File: config.mk
export PLATFORM = sky130hd
export DESIGN_NAME = score_keeper
export DESIGN_NICKNAME = d
export VERILOG_FILES = /design/src/rtl/pong_pkg.sv /design/src/rtl/bcd_seg_decode.sv /design/src/rtl/score_keeper.sv
export SDC_FILE = /design/constraint.sdc
export NUM_CORES = 1
export LEC_CHECK = 0
export CAP_MARGIN = 20
export CORE_UTILIZATION = 36
export CTS_CLUSTER_SIZE = 30
export DETAILED_ROUTE_END_ITERATION = 10
export PLACE_DENSITY = 0.59
export SLEW_MARGIN = 10
export SYNTH_ARGS = -nofsm -noshare
export SYNTH_HDL_FRONTEND = slang
export SYNTH_SLANG_ARGS = --single-unit
File: constraint.sdc
create_clock -name clk -period 3.08 [get_ports clk]
set_clock_uncertainty 0.15 [all_clocks]
set_input_delay 0.924 -clock clk [delete_from_list [all_inputs] [get_ports clk]]
set_output_delay 0.924 -clock clk [all_outputs]
set_load 0.02 [all_outputs]
File: src/rtl/pong_pkg.sv
// Shared pong datapath definitions: seven-segment encodings, score FSM states,
// winner codes and a saturating two-digit BCD increment.
package pong_pkg;

  localparam logic [6:0] SEG_BLANK = 7'h7F;
  localparam logic [6:0] SEG_0 = 7'b1000000;
  localparam logic [6:0] SEG_1 = 7'b1111001;
  localparam logic [6:0] SEG_2 = 7'b0100100;
  localparam logic [6:0] SEG_3 = 7'b0110000;
  localparam logic [6:0] SEG_4 = 7'b0011001;
  localparam logic [6:0] SEG_5 = 7'b0010010;
  localparam logic [6:0] SEG_6 = 7'b0000010;
  localparam logic [6:0] SEG_7 = 7'b1111000;
  localparam logic [6:0] SEG_8 = 7'b0000000;
  localparam logic [6:0] SEG_9 = 7'b0010000;

  typedef enum logic {
    PLAY = 1'b0,
    OVER = 1'b1
  } score_state_t;

  localparam logic [1:0] WIN_NONE = 2'b00;
  localparam logic [1:0] WIN_P1   = 2'b01;
  localparam logic [1:0] WIN_P2   = 2'b10;
  localparam logic [1:0] WIN_DRAW = 2'b11;

  typedef struct packed {
    logic [3:0] tens;
    logic [3:0] ones;
  } bcd2_t;

  // Saturates at 99: a point scored at 99 is dropped.
  function automatic bcd2_t bcd_inc(input bcd2_t v);
    bcd2_t r;
    r = v;
    if (v.tens == 4'd9 && v.ones == 4'd9) begin
      r = v;
    end else if (v.ones == 4'd9) begin
      r.ones = 4'd0;
      r.tens = v.tens + 4'd1;
    end else begin
      r.ones = v.ones + 4'd1;
    end
    return r;
  endfunction

endpackage

File: src/rtl/bcd_seg_decode.sv
// Combinational BCD digit to active-low seven-segment pattern {g,f,e,d,c,b,a}.
// Codes above 9 produce an all-off pattern.
module bcd_seg_decode
  import pong_pkg::*;
(
  input  logic [3:0] digit,
  output logic [6:0] seg
);

  always_comb begin
    seg = SEG_BLANK;
    case (digit)
      4'd0: seg = SEG_0;
      4'd1: seg = SEG_1;
      4'd2: seg = SEG_2;
      4'd3: seg = SEG_3;
      4'd4: seg = SEG_4;
      4'd5: seg = SEG_5;
      4'd6: seg = SEG_6;
      4'd7: seg = SEG_7;
      4'd8: seg = SEG_8;
      4'd9: seg = SEG_9;
      default: seg = SEG_BLANK;
    endcase
  end

endmodule

File: src/rtl/score_keeper.sv
// Two-player BCD score keeper with win detection and frame-latched segment outputs.
// Optional macro SCORE_BLANK_LEADING_ZERO_EN blanks a zero tens digit.
module score_keeper
  import pong_pkg::*;
#(
  parameter int unsigned WIN_SCORE = 10
) (
  input  logic       clk,
  input  logic       rst_n,
  input  logic       frame_tick,
  input  logic       point_p1,
  input  logic       point_p2,
  input  logic       new_game,
  output logic [6:0] seg_p1_tens,
  output logic [6:0] seg_p1_ones,
  output logic [6:0] seg_p2_tens,
  output logic [6:0] seg_p2_ones,
  output logic       game_over,
  output logic [1:0] winner
);

  localparam bcd2_t WIN_BCD = '{tens: 4'(WIN_SCORE / 10), ones: 4'(WIN_SCORE % 10)};

`ifdef SCORE_BLANK_LEADING_ZERO_EN
  localparam logic [6:0] TENS_RST = SEG_BLANK;
`else
  localparam logic [6:0] TENS_RST = SEG_0;
`endif

  score_state_t state;
  bcd2_t        p1_score, p2_score;
  bcd2_t        p1_next, p2_next;
  logic         p1_hit, p2_hit;

  always_comb begin
    p1_next = point_p1 ? bcd_inc(p1_score) : p1_score;
    p2_next = point_p2 ? bcd_inc(p2_score) : p2_score;
    p1_hit  = (p1_next == WIN_BCD);
    p2_hit  = (p2_next == WIN_BCD);
  end

  always_ff @(posedge clk or negedge rst_n) begin
    if (!rst_n) begin
      state     <= PLAY;
      p1_score  <= '0;
      p2_score  <= '0;
      game_over <= 1'b0;
      winner    <= WIN_NONE;
    end else if (new_game) begin
      state     <= PLAY;
      p1_score  <= '0;
      p2_score  <= '0;
      game_over <= 1'b0;
      winner    <= WIN_NONE;
    end else begin
      case (state)
        PLAY: begin
          p1_score <= p1_next;
          p2_score <= p2_next;
          if (p1_hit || p2_hit) begin
            state     <= OVER;
            game_over <= 1'b1;
            winner    <= {p2_hit, p1_hit};
          end
        end
        OVER: begin
          state <= OVER;
        end
        default: state <= PLAY;
      endcase
    end
  end

  logic [6:0] dec_p1_tens, dec_p1_ones, dec_p2_tens, dec_p2_ones;
  logic [6:0] pat_p1_tens, pat_p2_tens;

  bcd_seg_decode u_dec_p1_tens (.digit(p1_score.tens), .seg(dec_p1_tens));
  bcd_seg_decode u_dec_p1_ones (.digit(p1_score.ones), .seg(dec_p1_ones));
  bcd_seg_decode u_dec_p2_tens (.digit(p2_score.tens), .seg(dec_p2_tens));
  bcd_seg_decode u_dec_p2_ones (.digit(p2_score.ones), .seg(dec_p2_ones));

  always_comb begin
`ifdef SCORE_BLANK_LEADING_ZERO_EN
    pat_p1_tens = (p1_score.tens == 4'd0) ? SEG_BLANK : dec_p1_tens;
    pat_p2_tens = (p2_score.tens == 4'd0) ? SEG_BLANK : dec_p2_tens;
`else
    pat_p1_tens = dec_p1_tens;
    pat_p2_tens = dec_p2_tens;
`endif
  end

  // Shadow registers sample the pre-increment score so a frame never tears.
  always_ff @(posedge clk or negedge rst_n) begin
    if (!rst_n) begin
      seg_p1_tens <= TENS_RST;
      seg_p1_ones <= SEG_0;
      seg_p2_tens <= TENS_RST;
      seg_p2_ones <= SEG_0;
    end else if (frame_tick) begin
      seg_p1_tens <= pat_p1_tens;
      seg_p1_ones <= dec_p1_ones;
      seg_p2_tens <= pat_p2_tens;
      seg_p2_ones <= dec_p2_ones;
    end
  end

endmodule
==> qor.csv <==
metric,value,unit
number of post-CTS setup repair buffers,0,
pwr dens,361,nW/µm²
Switching Power,351,µW
leak pwr,1.44,nW
synthesized area,2980,µm²
final WL,6.47,mm
DR iter-0 viols,145,
post-DR vias/cell,5.18,
Post-synth ARST share,100,%
RSZ-0062 raised after global routing,no,
Cell Rows,32,
"CP delay by family, top",compound AO/OA/AOI/OAI gates,
DP Area,3420,µm²
Worst slew margin,61.3,%
Logic pwr share,14.8,%
Max VDD drop,159,µV
# diodes,0,
Yosys warnings,0,
Residual DRC,0,
worst-path fanout max,10,
first-pass GRT wire length,11.0,mm
DIE HEIGHT,93.0,µm
min-delay worst type,reg2reg,
commonest register cell after synthesis,dfrtp_1,
Die ar.,8640,µm²
max_cap viols,0,
Placeable Area,7850,µm²
Non-Filler Instances,474,
worst hold margin,322,ps
DP HPWL,4.68,mm
routability cong.,0.836,
All-Layer GR Usage,15.9,%
number of global-route vias before repair,2268,
Clk pwr share,31.7,%
Die W,93.0,µm
Starting Density,37.9,%
count of final setup violators,0,
crit end category,flip-flop,
CP required,3150,ps
P_int,919,µW
Synth Register Bits,48,
Resize count post-CTS,0,
fillcell total,799,
FF/Latch Area,1210,µm²
I/O pin cnt,37,
final net count,397,
Final Cell Area,3520,µm²
"Worst Path Class, Setup",in2reg,
most frequent cells in the layout,"dfrtp_1 (44), inv_1 (42), o21ai_0 (35), clkdlybuf4s50_1 (35), nor2_1 (24)",
slowest cell on the critical path,or4_1,
clock buffer count from CTS,5,
"CTS clk-pin slew, worst paths",100,ps
CP Cell Sequence,"clkdlybuf4s50_1, buf_4, o311ai_0, a32oi_1, or4_1, a21oi_1",
CTS Root Cell,clkbuf_8,
number of synthesized flops with an enable pin,0,
area of the multi-input gates,1520,µm²
fmax,382,MHz
cell total after placement,466,
clock buffer depth,2,
Final period util,85.0,%
total negative slack,0,ps
cells after synthesis,344,
worst skew pair latency,300,ps
GRT overflow,0,
sw frac,27.6,%
WP buf/inv,2,
initial antenna violation count,0,
layout cells sized above 1,5.91,%
"Avg Cell Area, Syn",8.66,µm²
Tmin final,2620,ps
largest net degree at the start of global routing,44,
remaining antenna violation count,0,
WL per Instance,13.7,µm
"Hold-fix buffers, CTS",0,
Tightest Pin Transition,581,ps
Mapped Nets,370,
final hold vios,0,
First-pass DRT Iterations,4,
area growth from synthesis to layout,18.2,%
"Seq/Total Area, Yosys",40.5,%
status,completed,
Yosys cell types,49,
Final Slew Violations,0,
Reg power frac,53.5,%
"commonest non-fill, non-tap cell in the layout",dfrtp_1,
TritonCTS Sinks,48,
vias,2454,
max incr delay on CP,520,ps
I/O Buffers,36,
CTS tree,yes,
H-Tree Depth,2,
CP Launch Type,input pin,
crit path DAT,2680,ps
[cells by family after synthesis]
group | after synthesis | share of synthesized area (%)
buffers and inverters | 64 | 8.40
adders and majority gates | 20 | 8.40
AOI/OAI and AO/OA | 103 | 22.0
and+or+nand+nor | 92 | 15.3
DFF | 48 | 40.5
muxes | 8 | 2.69
xor gates and xnor gates | 9 | 2.65
[cell type report]
type                    instances  area share (%)
repair buffers                 41            11.5
clock inverters                 2           0.427
multi-input cells             232            43.2
well taps                     102            3.63
flip-flops and latches         48            34.3
clock buffers                   6            2.35
inverters                      43            4.59
[power by group through the flow]
stage	Combinational [mW]	Sequential (mW)	Clock, mW
after floorplan	0.0862	0.710	0
after global placement	0.190	0.691	0
after detailed placement	0.190	0.692	0
after CTS	0.191	0.679	0.420
after global routing	0.210	0.684	0.440
final	0.188	0.679	0.403
[tightest hold or removal path: stages (launching register included)]
cell and delay, ps:
dfstp_2 380, inv_1 40, o21ai_0 60
[path summary, 6_finish.rpt]
path                            cells past startpoint  slack, ps                       start                    endpoint
max in group asynchronous                           2       1720                       rst_n  seg_p1_tens[6]$_DFFE_PN1P_
worst min register to register                      2        320  seg_p2_ones[6]$_DFFE_PN1P_  seg_p2_ones[6]$_DFFE_PN1P_
worst max register to register                      8        540     p2_score[1]$_DFFE_PN0P_       winner[1]$_DFFE_PN0P_
worst max-delay path                                6        460                    point_p2       winner[1]$_DFFE_PN0P_
worst min-delay path                                2        320  seg_p2_ones[6]$_DFFE_PN1P_  seg_p2_ones[6]$_DFFE_PN1P_
min in group asynchronous                           1        460                       rst_n     p1_score[2]$_DFFE_PN0P_
[per-stage QoR]
| step | power (mW) | worst slack, ps | utilization [%] |
|---|---|---|---|
| after global routing | 1.33 | 321 | 44.9 |
| after floorplan | 0.796 | 638 | - |
| after detailed placement | 0.882 | 137 | 43.6 |
| after CTS | 1.29 | 470 | 44.9 |
| after global placement | 0.880 | 199 | 43.6 |
| final | 1.27 | 461 | 44.9 |
[cell usage after synthesis (2+ instances only)]
| cell | n | area share (%) |
|---|---|---|
| a21oi_1 | 22 | 3.7 |
| or4_1 | 2 | 0.50 |
| dfrtp_1 | 44 | 37 |
| a21o_1 | 4 | 1.0 |
| a221o_1 | 2 | 0.67 |
| a311o_1 | 3 | 1.0 |
| o21ai_1 | 3 | 0.50 |
| nor2_1 | 24 | 3.0 |
| dfstp_2 | 4 | 3.5 |
| and3b_1 | 2 | 0.59 |
| nand4_1 | 4 | 0.84 |
| o21ai_0 | 35 | 5.9 |
| o31ai_1 | 3 | 0.76 |
| nor2b_1 | 3 | 0.63 |
| or3_1 | 3 | 0.63 |
| mux2i_1 | 8 | 2.7 |
| o221ai_1 | 9 | 2.6 |
| inv_1 | 42 | 5.3 |
| xor2_1 | 2 | 0.59 |
| a211oi_1 | 3 | 0.76 |
| a31oi_1 | 3 | 0.63 |
| nand2b_1 | 5 | 1.1 |
| ha_1 | 20 | 8.4 |
| xnor2_1 | 7 | 2.1 |
| and3_1 | 2 | 0.42 |
| nand3_1 | 11 | 1.8 |
| nor3_1 | 8 | 1.3 |
| buf_2 | 2 | 0.34 |
| o211ai_1 | 7 | 1.8 |
| nand2_1 | 22 | 2.8 |
| clkbuf_1 | 17 | 2.1 |
[sequential cells by signal, summed over array words and instances (netlist names)]
name,count
p2_score,8
winner,2
game_over,1
seg_p1_tens,7
p1_score,8
seg_p2_ones,7
seg_p2_tens,7
seg_p1_ones,7
state,1
[routing by layer]
layer / share of wire [%] / track usage, % / vias up
met5: 0 / 0 / -
met2: 42 / 22.5 / 56
met4: 1.2 / 5.64 / 0
li1: - / - / 1260
met3: 3.4 / 2.13 / 6
met1: 53 / 24.3 / 1132
(Power assumes the default switching activity.)
